===== config.mk =====
export PLATFORM = sky130hd
export DESIGN_NAME = card_dealer
export DESIGN_NICKNAME = d
export VERILOG_FILES = /design/src/rtl/card_dealer.sv
export SDC_FILE = /design/constraint.sdc
export NUM_CORES = 1
export LEC_CHECK = 0
export BUFFER_PORTS_ARGS = -buffer_cell sky130_fd_sc_hd__buf_4
export CORE_MARGIN = 2
export CORE_UTILIZATION = 53
export CTS_CLUSTER_DIAMETER = 200
export DETAILED_ROUTE_END_ITERATION = 10
export PLACE_DENSITY = 0.76
export SYNTH_ARGS = -nofsm -noshare
export SYNTH_HDL_FRONTEND = slang
export SYNTH_SLANG_ARGS = --single-unit

===== constraint.sdc =====
create_clock -name clk -period 4.7 [get_ports clk]
set_clock_uncertainty 0.05 [all_clocks]
set_input_delay 1.175 -clock clk [delete_from_list [all_inputs] [get_ports clk]]
set_output_delay 1.175 -clock clk [all_outputs]
set_load 0.02 [all_outputs]

===== src/rtl/card_dealer.sv =====
// card_dealer: deals a two-player hold'em hand from a 52-card deck without repeats.
// Optional build macro: DEALER_BURN_EN burns one card before each flop/turn/river batch.
module card_dealer #(
    parameter logic [15:0] LFSR_SEED = 16'hACE1
) (
    input  logic        clk,
    input  logic        resetn,
    input  logic        start_hand,
    input  logic        next_street,
    output logic        ready,
    output logic [2:0]  stage,
    output logic [41:0] p1_cards,
    output logic [41:0] p2_cards
);
    typedef enum logic [1:0] {IDLE, DRAW, PROBE} state_t;
    localparam logic [15:0] SEED = (LFSR_SEED == 16'h0000) ? 16'h0001 : LFSR_SEED;
`ifdef DEALER_BURN_EN
    localparam logic BURN = 1'b1;
`else
    localparam logic BURN = 1'b0;
`endif
    localparam logic [2:0] FLOP_N   = BURN ? 3'd4 : 3'd3;
    localparam logic [2:0] STREET_N = BURN ? 3'd2 : 3'd1;
    state_t      state_q, state_d;
    logic [15:0] lfsr_q, lfsr_d;
    logic [51:0] used_q, used_d;
    logic [41:0] p1_q, p1_d, p2_q, p2_d;
    logic [5:0]  idx_q, idx_d;
    logic [3:0]  pos_q, pos_d;
    logic [2:0]  rem_q, rem_d, stage_q, stage_d;
    logic        burn_q, burn_d, ready_q, ready_d;
    logic [5:0]  cand, pidx, cidx, card;
    logic [3:0]  base;
    logic [1:0]  suit;
    logic [2:0]  slot;
    logic        hit;
    // Galois LFSR advances every cycle regardless of state
    always_comb lfsr_d = {1'b0, lfsr_q[15:1]} ^ (lfsr_q[0] ? 16'hB400 : 16'h0000);
    // Candidate selection, index-to-card mapping, next-state and slot writes
    always_comb begin
        cand    = (lfsr_q[5:0] >= 6'd52) ? lfsr_q[5:0] - 6'd52 : lfsr_q[5:0];
        pidx    = (idx_q == 6'd51) ? 6'd0 : idx_q + 6'd1;
        cidx    = (state_q == DRAW) ? cand : pidx;
        hit     = (state_q != IDLE) && !used_q[cidx];
        suit    = (cidx >= 6'd39) ? 2'd3 : (cidx >= 6'd26) ? 2'd2 : (cidx >= 6'd13) ? 2'd1 : 2'd0;
        base    = (suit == 2'd3) ? 4'd7 : (suit == 2'd2) ? 4'd10 : (suit == 2'd1) ? 4'd13 : 4'd0;
        card    = {suit, cidx[3:0] - base + 4'd2};
        slot    = (pos_q < 4'd4) ? {2'b00, pos_q[1]} : 3'(pos_q - 4'd2);
        state_d = state_q;
        used_d  = used_q;
        p1_d    = p1_q;
        p2_d    = p2_q;
        idx_d   = idx_q;
        pos_d   = pos_q;
        rem_d   = rem_q;
        stage_d = stage_q;
        burn_d  = burn_q;
        if (start_hand) begin
            state_d = DRAW;
            used_d  = '0;
            p1_d    = '0;
            p2_d    = '0;
            pos_d   = '0;
            rem_d   = 3'd4;
            stage_d = 3'd0;
            burn_d  = 1'b0;
        end else if (state_q == IDLE) begin
            if (next_street && stage_q >= 3'd1 && stage_q <= 3'd3) begin
                state_d = DRAW;
                rem_d   = (stage_q == 3'd1) ? FLOP_N : STREET_N;
                burn_d  = BURN;
            end
        end else if (hit) begin
            used_d[cidx] = 1'b1;
            burn_d       = 1'b0;
            rem_d        = rem_q - 3'd1;
            if (!burn_q) begin
                if (pos_q >= 4'd4 || !pos_q[0]) p1_d[6*int'(slot) +: 6] = card;
                if (pos_q >= 4'd4 || pos_q[0]) p2_d[6*int'(slot) +: 6] = card;
                pos_d = pos_q + 4'd1;
            end
            state_d = (rem_q == 3'd1) ? IDLE : DRAW;
            stage_d = (rem_q == 3'd1) ? stage_q + 3'd1 : stage_q;
        end else begin
            idx_d   = cidx;
            state_d = PROBE;
        end
        ready_d = (state_d == IDLE);
    end
    // State and output registers with synchronous active-low reset
    always_ff @(posedge clk) begin
        if (!resetn) begin
            state_q <= IDLE;
            lfsr_q  <= SEED;
            used_q  <= '0;
            p1_q    <= '0;
            p2_q    <= '0;
            idx_q   <= '0;
            pos_q   <= '0;
            rem_q   <= '0;
            stage_q <= '0;
            burn_q  <= 1'b0;
            ready_q <= 1'b1;
        end else begin
            state_q <= state_d;
            lfsr_q  <= lfsr_d;
            used_q  <= used_d;
            p1_q    <= p1_d;
            p2_q    <= p2_d;
            idx_q   <= idx_d;
            pos_q   <= pos_d;
            rem_q   <= rem_d;
            stage_q <= stage_d;
            burn_q  <= burn_d;
            ready_q <= ready_d;
        end
    end
    assign ready    = ready_q;
    assign stage    = stage_q;
    assign p1_cards = p1_q;
    assign p2_cards = p2_q;
endmodule


==> metrics.csv <==
stage;metric;value;unit
clocking;worst skew pair latency;0.43;ns
drt;Vias;7552;
die;Die Y;129;um
die;Rows;45;
grt;Total Routing Usage GR;27.6;%
placement;dpl cells;1218;
drt;Routed Antenna Nets;0;
pwr;VDD IR max;0.257;mV
logic_synthesis;dominant combinational cell family by area after synthesis;simple AND/OR/NAND/NOR gates;
grt;vias in the first global route;7135;
worst_setup_path;WS Path Type;flip-flop to flip-flop;
worst_hold_path;worst min path class;flip-flop to flip-flop;
logic_synthesis;Synth Area in XOR/XNOR;1.78;%
logic_synthesis;Post-synth top cells;dfxtp_1 (171), nand2_1 (151), mux2i_1 (89), nor2_1 (54), a22o_1 (49);
drt;DRC viols;0;
clocking;TritonCTS clock tree;yes;
final_layout;Final Instance Count excl. Fillers;1251;
logic_synthesis;Area contributors post-synth;dfxtp_1 (41%), mux2i_1 (11%), nand2_1 (6.8%);
clocking;clk sink count;171;
timing;Slew Limit Fails;0;
placement;HPWL Detailed;15700;um
pwr;PwrDens;345;nW/um2
final_layout;Antenna diodes;0;
grt;total grt overflow;0;
die;initial core utilization;54.5;%
pwr;leakage;3.79;nW
logic_synthesis;simple-gate share of the synthesized area;20.3;%
timing;crit share post-route;95.1;%
placement;Port Buffers;91;
logic_synthesis;Synth Area in Adders;3.48;%
grt;largest net degree at the start of global routing;40;
logic_synthesis;Synth async-reset ratio;0;%
clocking;clock buffer depth;2;
drt;routed wire length;22900;um
logic_synthesis;area share of the largest cell type after synthesis;41.0;%
die;Core Box Area;15300;um2
logic_synthesis;synthesis warning total;0;
worst_setup_path;reg2reg start;lfsr_q[3]$_SDFF_PN0_;
final_layout;Area growth syn-to-layout;20.8;%
worst_setup_path;crit path DAT;4.72;ns
logic_synthesis;cells after synthesis;936;
timing;Final setup viols;0;
logic_synthesis;syn nets;962;
logic_synthesis;Synth Register Bits;171;
drt;DR top layer;met4;
timing;Slew headroom;35.5;%
timing;Final Hold Fails;0;
worst_setup_path;Setup crit start;lfsr_q[3]$_SDFF_PN0_;
timing;Max Clk Rate;224;MHz
final_layout;layout cell share with drive strength beyond 1;21.0;%
clocking;Worst-path clk slew;0.07;ns
worst_setup_path;crit path capture type;flip-flop;
logic_synthesis;Compound-Gate Fraction of Synth Area;18.4;%
drt;met2 wire length;9950;um
placement;GPL Wtd Cong;1.06;
clocking;CTS Buf Count;17;
drt;drt first pass iters;6;
logic_synthesis;sequential area share after synthesis;41.0;%
timing;Least-Margin Pin Slew;0.968;ns
clocking;Root Driver;clkbuf_16;
logic_synthesis;post-synth cell types;75;
final_layout;Final Cell Area;10100;um2
logic_synthesis;Synth area leader;dfxtp_1;
logic_synthesis;most numerous cell in the Yosys netlist;dfxtp_1;
grt;initial antenna violation count;0;
worst_setup_path;critical-path maximum fanout;5;
drt;initial DRC count;808;
die;die area;16800;um2
die;Die W;129;um
die;I/O pins;92;
timing;setup TNS;0;ns
timing;min Tclk post-route;4.47;ns
drt;routed len/inst;18.3;um
logic_synthesis;commonest register cell after synthesis;dfxtp_1;
worst_setup_path;Startpoint Class;flip-flop;
drt;WL met1;10600;um
grt;first-pass GRT wire length;36900;um
logic_synthesis;mapped cell area;8350;um2
drt;Detail Route met3 WL;1980;um
final_layout;Nets;1053;
clocking;htree depth;4;
drt;Vias/cell;6.04;
logic_synthesis;post-synthesis mux area share;11.1;%
logic_synthesis;Post-synth EDFFs;0;
placement;dpl cell area;9360;um2
status;status;completed;
worst_hold_path;HP Start;lfsr_q[12]$_SDFF_PN0_;
flow_run;max_cap viols;0;
logic_synthesis;Mapped Avg Cell Area;8.92;um2
worst_setup_path;Worst EP required;4.95;ns
sequential cells by signal, summed over array words and instances, names as in the netlist, 2 cells and up:
| signal | count |
|---|---|
| pos_q | 4 |
| p2_cards | 42 |
| used_q | 52 |
| stage | 3 |
| state_q | 2 |
| p1_cards | 42 |
| lfsr_q | 16 |
| idx_q | 6 |
| rem_q | 3 |
layer usage:
layer	vias up	track usage, %
met1	3564	39.3
met2	344	41.5
met5	-	0
met4	0	7.46
li1	3585	-
met3	59	7.47
metrics by stage:
| step | hold WS [ns] | total power, mW | utilization [%] | setup WS, ns |
|---|---|---|---|---|
| after floorplan | 0.336 | 1.85 | - | 0.0790 |
| after global placement | 0.340 | 1.99 | 61.1 | 0.177 |
| after detailed placement | 0.347 | 1.99 | 61.1 | -0.0220 |
| after CTS | 0.365 | 3.45 | 65.1 | 0.0525 |
| after global routing | 0.380 | 3.60 | 65.8 | -0.0252 |
| final | 0.360 | 3.48 | 65.8 | 0.228 |
final timing paths:
path | end | slack, ns | depth (start not counted)
max | p2_cards[19]$_SDFFE_PP0P_ | 0.23 | 17
min | lfsr_q[11]$_SDFF_PN1_ | 0.36 | 1
max reg2reg | p2_cards[19]$_SDFFE_PP0P_ | 0.23 | 17
min reg2reg | lfsr_q[11]$_SDFF_PN1_ | 0.36 | 1
power breakdown:
group / internal [mW] / switching (mW) / total (mW)
sequential: 1.47 / 0.0143 / 1.49
clock: 0.851 / 0.619 / 1.47
combinational: 0.188 / 0.336 / 0.524
total: 2.51 / 0.970 / 3.48
what timing repair did:
action                     in CTS  in global routing
setup endpoints to repair      10                 47
setup buffers                   0                  1
gates resized for setup         1                 19
pin swaps                       0                  5
hold buffers                    0                  0
cells in the final DEF (no fill, tap or decap), types with 5 or more instances in the layout:
master / n
dfxtp_1: 171
nand2_1: 151
buf_4: 133
mux2i_1: 88
nor2_1: 52
a22o_1: 49
nor3_1: 34
a21oi_1: 30
nand3_1: 24
ha_1: 20
nor3_2: 17
clkbuf_16: 17
inv_1: 16
o21ai_0: 14
nand2b_1: 12
o22ai_1: 10
or3_1: 10
o311ai_1: 9
o21a_1: 8
o21ai_1: 8
a211oi_1: 8
and2_1: 8
xor2_1: 7
a31oi_1: 7
xnor2_1: 6
or2_2: 6
o32ai_1: 6
o31ai_1: 6
or4_1: 6
o41ai_1: 6
nand4_1: 5
nor4_1: 5
inv_6: 5
critical path, stage by stage (launching register included):
cell,delay (ns)
dfxtp_1,0.31
inv_1,0.12
ha_1,0.15
or3b_4,0.39
a21oi_4,0.21
mux2i_2,0.31
a21o_1,0.20
a31oi_2,0.13
o21a_1,0.22
nor2_2,0.11
inv_1,0.07
ha_1,0.31
fa_2,0.44
xnor2_4,0.17
or4_1,0.47
a41o_1,0.31
a21oi_1,0.24
o32ai_1,0.13
cells by family (layout without fill, tap and decap cells):
family	Yosys count	after routing
and+or+nand+nor	349	349
AOI/OAI and AO/OA	204	204
DFF	171	171
muxes	92	92
buffers and inverters	81	185
adders and majority gates	22	22
xor gates and xnor gates	17	17
final cells by class:
cell class / count / area, um2
fill: 1275 / 5230
multi-input combinational: 684 / 4710
sequential: 171 / 3420
timing repair buffer: 133 / 998
clock buffer: 18 / 429
tap: 211 / 264
clock inverter: 14 / 183
inverter: 20 / 75.1
No activity file was read; power rests on OpenSTA's default activity.
